`src/rtl/router_rx_pkg.sv`:
```
// Shared types for the router port receive path.
// Byte entries carry an end-of-packet flag alongside the data.
package router_rx_pkg;

  localparam int DATA_W = 8;

  typedef enum logic [1:0] {
    SKIP,
    IDLE,
    RECV
  } rx_state_t;

  typedef struct packed {
    logic              last;
    logic [DATA_W-1:0] data;
  } rx_entry_t;

  function automatic logic [DATA_W-1:0] low_mask(
    input logic [2:0] n
  );
    return (8'd1 << n) - 8'd1;
  endfunction

endpackage

```
`src/rtl/router_port_rx_if.sv`:
```
// Byte stream handshake between the receiver and its consumer.
// Head byte is offered with valid; consumer pulls with ready.
interface router_port_rx_if;
  import router_rx_pkg::*;

  logic [DATA_W-1:0] byte_data;
  logic              byte_last;
  logic              byte_valid;
  logic              byte_ready;

  modport master (
    output byte_data,
    output byte_last,
    output byte_valid,
    input  byte_ready
  );

  modport slave (
    input  byte_data,
    input  byte_last,
    input  byte_valid,
    output byte_ready
  );

endinterface

```
`src/rtl/router_rx_fifo.sv`:
```
// First-word fall-through FIFO of received byte entries.
// A push while full succeeds only if a pop happens on the same edge.
module router_rx_fifo
  import router_rx_pkg::*;
#(
  parameter int DEPTH = 16,
  localparam int AW = $clog2(DEPTH)
) (
  input  logic      clk,
  input  logic      reset,
  input  logic      push,
  input  rx_entry_t push_data,
  input  logic      pop,
  output rx_entry_t pop_data,
  output logic      full,
  output logic      empty,
  output logic [AW:0] count
);

  localparam logic [AW:0] FULL_CNT = DEPTH[AW:0];

  rx_entry_t       mem [DEPTH];
  logic [AW-1:0]   wr_ptr;
  logic [AW-1:0]   rd_ptr;
  logic            do_push;
  logic            do_pop;

  assign empty   = (count == '0);
  assign full    = (count == FULL_CNT);
  assign do_pop  = pop & ~empty;
  assign do_push = push & (~full | do_pop);

  // Head view is forced to zero when empty so outputs never show stale data.
  assign pop_data = empty ? '0 : mem[rd_ptr];

  always_ff @(posedge clk) begin
    if (do_push) begin
      mem[wr_ptr] <= push_data;
    end
  end

  always_ff @(posedge clk) begin
    if (reset) begin
      wr_ptr <= '0;
      rd_ptr <= '0;
      count  <= '0;
    end else begin
      if (do_push) begin
        wr_ptr <= wr_ptr + 1'b1;
      end
      if (do_pop) begin
        rd_ptr <= rd_ptr + 1'b1;
      end
      unique case ({do_push, do_pop})
        2'b10:   count <= count + 1'b1;
        2'b01:   count <= count - 1'b1;
        default: count <= count;
      endcase
    end
  end

endmodule

```
`src/rtl/router_port_rx.sv`:
```
// Serial-to-byte receiver for one router output port.
// Define RX_STATS_EN to add packet and byte counters.
module router_port_rx
  import router_rx_pkg::*;
#(
  parameter int FIFO_DEPTH = 16
`ifdef RX_STATS_EN
  , parameter int CNT_W = 16
`endif
) (
  input  logic SystemClk,
  input  logic reset,
  input  logic dout,
  input  logic valido_n,
  input  logic frameo_n,
  router_port_rx_if.master rx,
  output logic frame_err,
  output logic overflow,
  output logic busy
`ifdef RX_STATS_EN
  , output logic [CNT_W-1:0] pkt_cnt
  , output logic [CNT_W-1:0] byte_cnt
`endif
);

  localparam int AW = $clog2(FIFO_DEPTH);

  rx_state_t         state;
  logic [2:0]        idx;
  logic [DATA_W-1:0] shreg;
  logic [DATA_W-1:0] cap_byte;
  logic              cap;
  logic              push;
  rx_entry_t         push_e;
  logic              pop;
  rx_entry_t         head;
  logic              full;
  logic              empty;
  logic [AW:0]       count;

  assign cap = ~valido_n;
  assign pop = rx.byte_valid & rx.byte_ready;

  // Bits above idx may be stale from the previous byte, so mask them off.
  assign cap_byte = (shreg & low_mask(idx))
                  | ({7'd0, dout} << idx);

  always_comb begin
    push   = 1'b0;
    push_e = '0;
    if (state == RECV) begin
      if (cap && (idx == 3'd7 || frameo_n)) begin
        push   = 1'b1;
        push_e = '{last: frameo_n, data: cap_byte};
      end else if (!cap && frameo_n && idx != 3'd0) begin
        push   = 1'b1;
        push_e = '{last: 1'b1, data: shreg & low_mask(idx)};
      end
    end
  end

  always_ff @(posedge SystemClk) begin
    if (reset) begin
      state     <= SKIP;
      idx       <= '0;
      shreg     <= '0;
      frame_err <= 1'b0;
    end else begin
      frame_err <= 1'b0;
      unique case (state)
        SKIP: begin
          if (frameo_n) begin
            state <= IDLE;
          end
        end
        IDLE: begin
          if (cap && frameo_n) begin
            frame_err <= 1'b1;
          end else if (cap) begin
            shreg[0] <= dout;
            idx      <= 3'd1;
            state    <= RECV;
          end
        end
        RECV: begin
          if (cap) begin
            shreg[idx] <= dout;
            if (idx == 3'd7 || frameo_n) begin
              idx <= '0;
              if (frameo_n) begin
                state <= IDLE;
              end
              if (frameo_n && idx != 3'd7) begin
                frame_err <= 1'b1;
              end
            end else begin
              idx <= idx + 1'b1;
            end
          end else if (frameo_n) begin
            frame_err <= 1'b1;
            idx       <= '0;
            state     <= IDLE;
          end
        end
        default: state <= SKIP;
      endcase
    end
  end

  always_ff @(posedge SystemClk) begin
    if (reset) begin
      overflow <= 1'b0;
    end else if (push && full && !pop) begin
      overflow <= 1'b1;
    end
  end

  router_rx_fifo #(
    .DEPTH (FIFO_DEPTH)
  ) u_fifo (
    .clk       (SystemClk),
    .reset     (reset),
    .push      (push),
    .push_data (push_e),
    .pop       (pop),
    .pop_data  (head),
    .full      (full),
    .empty     (empty),
    .count     (count)
  );

  assign rx.byte_valid = ~empty;
  assign rx.byte_data  = head.data;
  assign rx.byte_last  = head.last;
  assign busy          = (state == RECV) || (count != '0);

`ifdef RX_STATS_EN
  logic accepted;

  assign accepted = push & (~full | pop);

  always_ff @(posedge SystemClk) begin
    if (reset) begin
      pkt_cnt  <= '0;
      byte_cnt <= '0;
    end else if (accepted) begin
      byte_cnt <= byte_cnt + 1'b1;
      if (push_e.last) begin
        pkt_cnt <= pkt_cnt + 1'b1;
      end
    end
  end
`endif

endmodule

```
`src/flat_wrapper.sv`:
```
// flat-port wrapper written by rule: the top's interface ports become plain ports
module router_port_rx_flat import router_rx_pkg::*;
#(
  parameter int FIFO_DEPTH = 16

)
  (SystemClk, reset, dout, valido_n, frameo_n, frame_err, overflow, busy, rx_byte_data, rx_byte_last, rx_byte_valid, rx_byte_ready);
  router_port_rx_if rx_i ();
  input  logic SystemClk;
  input  logic reset;
  input  logic dout;
  input  logic valido_n;
  input  logic frameo_n;
  output logic frame_err;
  output logic overflow;
  output logic busy;
  output wire logic [$bits(rx_i.byte_data)-1:0] rx_byte_data;
  output wire logic [$bits(rx_i.byte_last)-1:0] rx_byte_last;
  output wire logic [$bits(rx_i.byte_valid)-1:0] rx_byte_valid;
  input wire logic [$bits(rx_i.byte_ready)-1:0] rx_byte_ready;
  assign rx_byte_data = rx_i.byte_data;
  assign rx_byte_last = rx_i.byte_last;
  assign rx_byte_valid = rx_i.byte_valid;
  assign rx_i.byte_ready = rx_byte_ready;
  router_port_rx #(.FIFO_DEPTH(FIFO_DEPTH)) u_core (.SystemClk(SystemClk), .reset(reset), .dout(dout), .valido_n(valido_n), .frameo_n(frameo_n), .rx(rx_i), .frame_err(frame_err), .overflow(overflow), .busy(busy));
endmodule
```
`config.mk`:
```
export PLATFORM = sky130hd
export DESIGN_NAME = router_port_rx_flat
export DESIGN_NICKNAME = d
export VERILOG_FILES = /design/src/rtl/router_rx_pkg.sv /design/src/rtl/router_port_rx_if.sv /design/src/rtl/router_rx_fifo.sv /design/src/rtl/router_port_rx.sv /design/src/flat_wrapper.sv
export SDC_FILE = /design/constraint.sdc
export NUM_CORES = 1
export LEC_CHECK = 0
export BUFFER_PORTS_ARGS = -buffer_cell sky130_fd_sc_hd__buf_2
export CORE_MARGIN = 10
export CORE_UTILIZATION = 60
export CTS_CLUSTER_DIAMETER = 100
export CTS_CLUSTER_SIZE = 25
export DETAILED_ROUTE_END_ITERATION = 6
export PLACE_DENSITY = 0.88
export SLEW_MARGIN = 20
export SYNTH_ARGS = -nofsm -noshare
export SYNTH_HDL_FRONTEND = slang
export SYNTH_SLANG_ARGS = --single-unit
```
`constraint.sdc`:
```
create_clock -name SystemClk -period 3.3 [get_ports SystemClk]
set_input_delay 0.825 -clock SystemClk [delete_from_list [all_inputs] [get_ports SystemClk]]
set_output_delay 0.825 -clock SystemClk [all_outputs]
set_load 0.02 [all_outputs]
```
# Word level (Yosys, flattened, before mapping)
# Memory sizes are Yosys's and may differ from the RTL's. A register that Yosys moved wholly into a read port is not among the register bits.
# Cells that the tools add are included.
# totals
register_bits,28
mem_bits_rw,144
in_bits,6
word_cells,99
mem_count,1
# mem_list
memory,words,width,read_ports,rd_clocked_by_memory_dff,write_ports,line_no,text
u_core.u_fifo.mem,16,9,1,1,1,router_rx_fifo.sv:22,rx_entry_t mem [DEPTH];
# op_classes
n_addsub,6
n_lt_le_gt_ge,2
eq_ne,12
shifts,2
n_mux,37
n_bitwise,9
n_reduce_logical,21
# ops
cell,count
9-bit 2-to-1 mux,4
3-bit 2-to-1 mux,5
1-bit 2-to-1 mux,14
2-bit 2-to-1 mux,5
5-bit one-hot mux with 2 select lines,1
"4-bit by 1-bit adder with 4-bit output, second input constant",2
8-bit bitwise AND,1
8-bit bitwise mux,1
1-bit logical AND,8
4-bit 2-to-1 mux,2
8-bit OR,1
4-bit AND reduction,2
1-bit by 3-bit left shift with 8-bit output,1
"1-bit by 3-bit left shift with 8-bit output, first input constant",1
"8-bit by 1-bit subtractor with 8-bit output, second input constant",1
"2-bit inequality test, second input constant",3
"3-bit inequality test, second input constant",2
2-bit one-hot mux with 3 select lines,1
3-bit one-hot mux with 2 select lines,1
"5-bit by 1-bit adder with 5-bit output, second input constant",1
"5-bit == test, second input constant",1
5-bit logical NOT,1
5-bit nonzero test,1
"5-bit by 1-bit subtractor with 5-bit output, second input constant",1
19 further kinds,28

# Longest topological paths before layout
# Gate-level depths: netlist of the first run.
# logic_depth
ltp_word,8
ltp_mapped,12
mapped_depth_nobuf,12

# Cells and area by module
# Synthesis of the first run repeated with hierarchy kept, for this count alone.
# unflattened
cells_unflattened,506
area_unflattened_um2,7726.2
# by_module_without_submodules
module,n_inst,cells_per_inst,area_per_inst_um2,seq_area_each_um2
router_rx_fifo,1,356,6571.3,4664.5
router_port_rx,1,150,1154.9,300.3

# Worst setup path before layout of the first run
# Ideal clock, no wire load.
# synth_path
kind,register to register
start,reg u_core.idx[0]
end,reg u_core.u_fifo.count[4]
setup_time_ns,0.134
arrival_ns,2.750
required_time_ns,3.166
path_slack_ns,0.417
path_stages_with_launch,13
path_buffers,0
synth_period_minus_slack_ns,2.883
path_cell_list,dfxtp_1 ha_1 ha_1 or2_1 a22oi_2 and2_1 inv_1 fa_1 nand2b_1 a21o_1 nor3_1 nand3b_1 a31oi_1
# synth_via
elab_chain_len,8
# synth_lines
element,line_no,text
from (decl),router_port_rx.sv:29,logic [2:0] idx;
from (signal assigned),router_port_rx.sv:97,idx <= idx + 1'b1;
3-bit nonzero test or 3-bit == test (tied branches),"router_port_rx.sv:55, router_port_rx.sv:52",
1-bit logical AND or 1-bit logical OR (tied branches),"router_port_rx.sv:55, router_port_rx.sv:52",
1-bit 2-to-1 mux or 1-bit logical AND (tied branches),"router_port_rx.sv:55, router_port_rx.sv:52",
1-bit 2-to-1 mux *,router_port_rx.sv:52,if (cap && (idx == 3'd7 || frameo_n)) begin
1-bit 2-to-1 mux *,router_port_rx.sv:51,if (state == RECV) begin
1-bit bitwise AND *,router_rx_fifo.sv:31,assign do_push = push & (~full | do_pop);
2-bit by 1-bit == test with 1-bit output or 2-bit == test (tied branches),router_rx_fifo.sv:54,"unique case ({do_push, do_pop})"
5-bit one-hot mux with 2 select lines or 2-bit nonzero test (tied branches),n/a,
to (signal assigned),router_rx_fifo.sv:55,2'b10: count <= count + 1'b1;
to (signal assigned),router_rx_fifo.sv:56,2'b01: count <= count - 1'b1;
to (signal assigned),router_rx_fifo.sv:57,default: count <= count;
to (decl),router_rx_fifo.sv:17,output logic [AW:0] count
# Every way passes the cells marked *; elsewhere a longest branch is shown, timed or not.
# A chain may end at the register's enable or synchronous reset.

# Worst setup path in the final report of the first run
# layout_path
start,reg u_core.u_fifo.count[0]
end,out rx_byte_data[4]
# layout_via
elab_chain_len,2
# layout_lines
element,line_no,text
5-bit logical NOT,router_rx_fifo.sv:28,assign empty = (count == '0);
9-bit 2-to-1 mux,router_rx_fifo.sv:34,assign pop_data = empty ? '0 : mem[rd_ptr];
to (decl),flat_wrapper.sv:17,output wire logic [$bits(rx_i.byte_data)-1:0] rx_byte_data;
# No other way between the ends.

==> impl_metrics.toml, run 1 <==
[outcome]
outcome = "complete, no violations"

[yosys]
yosysUniqueCellTypes = 53
synth-seq-cells = 176
ys_warn_count = 0
mappedNetlistArea_sq_um = 7530
synth.avg_cell_area_sq_um = 15.8
yosysTopAreaCell = "edfxtp_1"
synth_top_area_share_pct = 57.4
synth_cells = 478
yosysMostFrequentCell = "edfxtp_1"
ys_seq_area_share_pct = 65.9
synth_edf_count = 144
synth_nets = 503
async_reset_ff_share_pct = 0
ys_top_cells_by_area = "edfxtp_1 (57%), mux4_2 (11%), dfxtp_1 (8.5%), mux2i_1 (4.0%), ha_1 (3.0%)"
synthFlopType = "edfxtp_1"
synthTopCellsByCount = "edfxtp_1 (144), nor2_1 (43), mux4_2 (36)"

[finish]
fin_nets = 543
fin_area_sq_um = 8510
drive_gt1_share_pct = 22.6
syn_to_final_growth_pct = 12.9
num_antenna_cells = 0
fin_cells = 699

[place]
dp_hpwl_um = 9480
gp_congestion = 0.933
placed_area_sq_um = 7930
dp_slack_ns = 0.197
dp.cells = 667
io_buffers = 18

[route]
antenna_left = 0
drt_pre_antenna_iters = 5
wire_per_inst_um = 21.5
drcViolationCount = 0
drt_iter0_markers = 444
vias_per_cell = 6.09
wl_um = 15000
vias = 4255

[clock_network]
hold_buffers = 0
root_buffer = "clkbuf_16"
clock_latency_ns = 0.43
htreeDepth = 4
clock-sinks = 176
postCtsSetupBuffers = 0
cts_tree = "built"
postCtsResizedCells = 0
clockBufferDepth = 2
clkTransAtPathRegs_ns = 0.06
cts_buffers = 17

[sta]
clock_skew_ns = 0.00964
tns_ns = 0
slew_headroom_pct = 43.1
maxSlewViolCount = 0
fin_ws_ns = 0.255
max_freq_mhz = 328
timing.hold.ws_ns = 0.473
period_needed_ns = 3.04
tightest_slew_ns = 0.854
hold_violations = 0
period_share_pct = 92.3
setup_viol = 0
rsz0062_at_grt = "false"

[grt]
track_usage_pct = 17.7
grt_remaining_overflow = 0
antenna_found_initial = 0
grt_pass1_vias = 4307
grt_pass1_wl_um = 23900
grt_max_degree = 37

[floorplanning]
die_w_um = 132
core_area_sq_um = 12200
row_count = 40
start_util_pct = 61.9
io_pins = 19
die_y_um = 132
die_area_sq_um = 17400

[worst_hold_path]
hp-class = "reg2reg"

[run]
cap_violations = 0

[setup_path]
cp_max_fo = 9
cp-end-kind = "output pin"
path_cells = "nor4_4 -> nand2_1 -> nand2b_1 -> o22ai_1 -> buf_2"
cp.arrival_ns = 2.22
cpPeakStageDelay_ns = 0.51
worst-setup-path-type = "reg2out"
worst_ep_required_time_ns = 2.47
crit_slowest_cell = "nor4_4"
path_delay_family = "simple AND/OR/NAND/NOR gates"
setup.worst_path.start_class = "flop"
worst-path-buf-inv = 1

[pwr]
ir_drop_uv = 488
p_leak_uw = 0.00288
power_density_nw_per_um2 = 659
[cell type report]
class	instances	area, sq um
Sequential cell	176	4970
Fill cell	797	3650
Multi-Input combinational cell	264	2410
Clock buffer	18	429
Timing Repair Buffer	44	298
Tap cell	168	210
Clock inverter	14	140
Inverter	15	56.3
[layout by cell type (no fill, tap or decap), types with 14 or more instances in the layout]
cell,count
dfxtp_1,31
nor2_1,42
buf_2,18
inv_1,14
nand2_1,14
edfxtp_1,144
mux4_2,36
ha_1,18
buf_4,25
clkbuf_16,17
mux2i_1,30
nor3_1,17
[flip-flops by register name (all words and copies together) (netlist names), named ones only]
register and count:
u_core.u_fifo.mem 144, u_core.overflow 1, u_core.shreg 8, u_core.u_fifo.rd_ptr 4, u_core.frame_err 1, u_core.u_fifo.count 5, u_core.state 2, u_core.u_fifo.wr_ptr 4
u_core.idx 3
[final timing paths]
| kind | cells after the start | endpoint | slack, ns | startpoint |
|---|---|---|---|---|
| worst min-delay path | 2 | u_core.overflow$_SDFFE_PP0P_ | 0.47 | u_core.overflow$_SDFFE_PP0P_ |
| worst min register to register | 2 | u_core.overflow$_SDFFE_PP0P_ | 0.47 | u_core.overflow$_SDFFE_PP0P_ |
| worst max register to register | 12 | u_core.u_fifo.count[4]$_SDFFE_PP0P_ | 0.31 | u_core.idx[0]$_SDFFE_PP0P_ |
| worst max-delay path | 5 | rx_byte_data[4] | 0.26 | u_core.u_fifo.count[0]$_SDFFE_PP0P_ |
[metal layers]
| metal | GRT usage (%) | wire length [um] | share of wire (%) |
|---|---|---|---|
| met5 | 0 | 0 | 0 |
| met3 | 4.00 | 862 | 5.7 |
| met2 | 28.6 | 7600 | 51 |
| met1 | 23.0 | 6300 | 42 |
| met4 | 6.49 | 280 | 1.9 |
[tightest hold or removal path, stage by stage (launching register included)]
cell	delay [ns]
dfxtp_1	0.33
a21oi_1	0.04
nor2_1	0.07
[where the power goes]
part	switching, uW	total [uW]	internal, uW
Clock	817	1930	1110
Sequential	39.6	2450	2410
Combinational	711	1230	517
[through the flow]
step           utilization [%]  total power, uW
4_1_cts                   69.9             5640
2_1_floorplan                -             3410
6_report                  70.0             5600
3_3_place_gp              65.2             3700
5_1_grt                   70.0             5830
3_5_place_dp              65.2             3730
[kinds of logic (layout without fill, tap and decap cells)]
group	count (synthesis)	count (layout)	share of synthesized area, %
simple gates	115	115	7.62
fa+ha+maj	19	19	3.26
buf+inv	38	91	2.26
xor+xnor	10	10	1.16
mux	67	67	15.0
flops	176	176	65.9
compound gates	53	53	4.75
(Power assumes the default switching activity.)
==> inputs of run 2 (changes only) <==
--- a/config.mk
+++ b/config.mk
@@ -6,12 +6,14 @@
 export NUM_CORES = 1
 export LEC_CHECK = 0
 export BUFFER_PORTS_ARGS = -buffer_cell sky130_fd_sc_hd__buf_2
-export CORE_MARGIN = 10
-export CORE_UTILIZATION = 60
+export CELL_PAD_IN_SITES_DETAIL_PLACEMENT = 0
+export CELL_PAD_IN_SITES_GLOBAL_PLACEMENT = 1
+export CORE_MARGIN = 3
+export CORE_UTILIZATION = 53
 export CTS_CLUSTER_DIAMETER = 100
 export CTS_CLUSTER_SIZE = 25
 export DETAILED_ROUTE_END_ITERATION = 6
-export PLACE_DENSITY = 0.88
+export PLACE_DENSITY = 0.9
 export SLEW_MARGIN = 20
 export SYNTH_ARGS = -nofsm -noshare
 export SYNTH_HDL_FRONTEND = slang
==> run 2 against run 1 <==
Global-route usage up 2.4 points; utilization down 6.9 points; combinational power about the same; non-clock buffer count unchanged; sequential power about the same; clock power up 5%; first-iteration DRC count down 14%; design area up 0.56%; largest cell class unchanged.
==> impl_metrics.toml, run 2 (synthesized netlist as in run 1, its figures left out) <==
[setup_path]
cp_max_fo = 9
setup.worst_path.start_class = "flop"
reg2reg_slack_ns = 0.33
cp.arrival_ns = 2.32
startpoint = "u_core.u_fifo.count[0]$_SDFFE_PP0P_"
cp-end-kind = "output pin"
r2r_start = "u_core.idx[1]$_SDFFE_PP0P_"
worst_ep_required_time_ns = 2.47
worst-setup-path-type = "reg2out"

[clock_network]
cts_tree = "built"
htreeDepth = 4
clock-sinks = 176
root_buffer = "clkbuf_16"
postCtsResizedCells = 0
clkTransAtPathRegs_ns = 0.06
hold_buffers = 0
cts_buffers = 17
postCtsSetupBuffers = 0
clockBufferDepth = 2
clock_latency_ns = 0.42

[grt]
track_usage_pct = 20.1
antenna_found_initial = 0
grt_max_degree = 37
grt_remaining_overflow = 0
grt_pass1_wl_um = 23900
grt_pass1_vias = 4363

[sta]
maxSlewViolCount = 0
period_needed_ns = 3.14
fin_ws_ns = 0.157
tightest_slew_ns = 0.737
rsz0062_at_grt = "false"
tns_ns = 0
timing.hold.ws_ns = 0.485
period_share_pct = 95.2
max_freq_mhz = 318
clock_skew_ns = 0.00924
slew_headroom_pct = 50.9
setup_viol = 0
hold_violations = 0

[finish]
n_fill_cell = 978
drive_gt1_share_pct = 22.5
num_antenna_cells = 0
multi_input_area_sq_um = 2410
syn_to_final_growth_pct = 13.6
seqCellArea_sq_um = 4970
regMostFlops = "u_core.u_fifo.mem"
fin_nets = 543
top_regs = "u_core.u_fifo.mem: 144 flops, u_core.shreg: 8 flops, u_core.u_fifo.count: 5 flops"
final_cell_mix = "edfxtp_1 (144), nor2_1 (43), mux4_2 (36), dfxtp_1 (31), mux2i_1 (30)"
final_common_cell = "edfxtp_1"
largest_reg_flops = 144

[route]
vias = 4209
drt_pre_antenna_iters = 7
wire_per_inst_um = 21.1
wl_um = 14900
antenna_left = 0
drt_iter0_markers = 382
vias_per_cell = 5.97
drcViolationCount = 0

[floorplanning]
row_count = 42
io_pins = 19
die_area_sq_um = 15700
core_area_sq_um = 13600
start_util_pct = 55.6
die_w_um = 125
die_y_um = 125

[place]
io_buffers = 18
dp_hpwl_um = 9310
dp_slack_ns = 0.238
gp_congestion = 0.840

[pwr]
ir_drop_uv = 445
power_density_nw_per_um2 = 665
p_leak_uw = 0.00290

[worst_hold_path]
hp-start = "u_core.overflow$_SDFFE_PP0P_"
hp-class = "reg2reg"

[outcome]
outcome = "complete, no violations"

[run]
cap_violations = 0
==> run 2: critical path: stages (launching register included) <==
cell      delay [ns]
dfxtp_1         0.35
nor4_4          0.54
nand2_1         0.25
nand2b_1        0.37
o22ai_1         0.20
buf_2           0.19
==> run 2: report_power, final <==
| group | internal [uW] | total (uW) | switching (uW) |
|---|---|---|---|
| sequential | 2410 | 2450 | 40.9 |
| combinational | 519 | 1210 | 693 |
| clock | 1250 | 2030 | 786 |
==> run 2: per-stage QoR <==
stage	power [uW]	utilization (%)	cell area (sq um)	std cells
floorplan	3410	-	7530	478
global placement	3690	58.6	7950	675
global route	5910	63.1	8560	705
CTS	5740	63.0	8550	705
detailed placement	3720	58.6	7950	675
finish	5690	63.1	8560	705
==> run 2: layout make-up <==
type,instances,share of cell area (%)
flip-flops and latches,176,58.0
well taps,176,2.57
multi-input cells,264,28.1
inverters,15,0.658
repair buffers,44,3.63
clock buffers,17,4.97
clock inverters,13,2.00
==> run 2: routing by layer <==
metal | GRT usage, % | up-vias | wire length, um
met3 | 5.29 | 33 | 892
met4 | 8.10 | 0 | 317
met2 | 33.8 | 144 | 7710
met1 | 25.2 | 2104 | 5990
li1 | - | 1928 | -
met5 | 0 | - | 0
==> run 2: final timing paths <==
check                                                            to  depth (start not counted)
worst min register to register         u_core.overflow$_SDFFE_PP0P_                          2
worst min-delay path                   u_core.overflow$_SDFFE_PP0P_                          2
worst max-delay path                                rx_byte_data[4]                          5
worst max register to register  u_core.u_fifo.count[4]$_SDFFE_PP0P_                         12
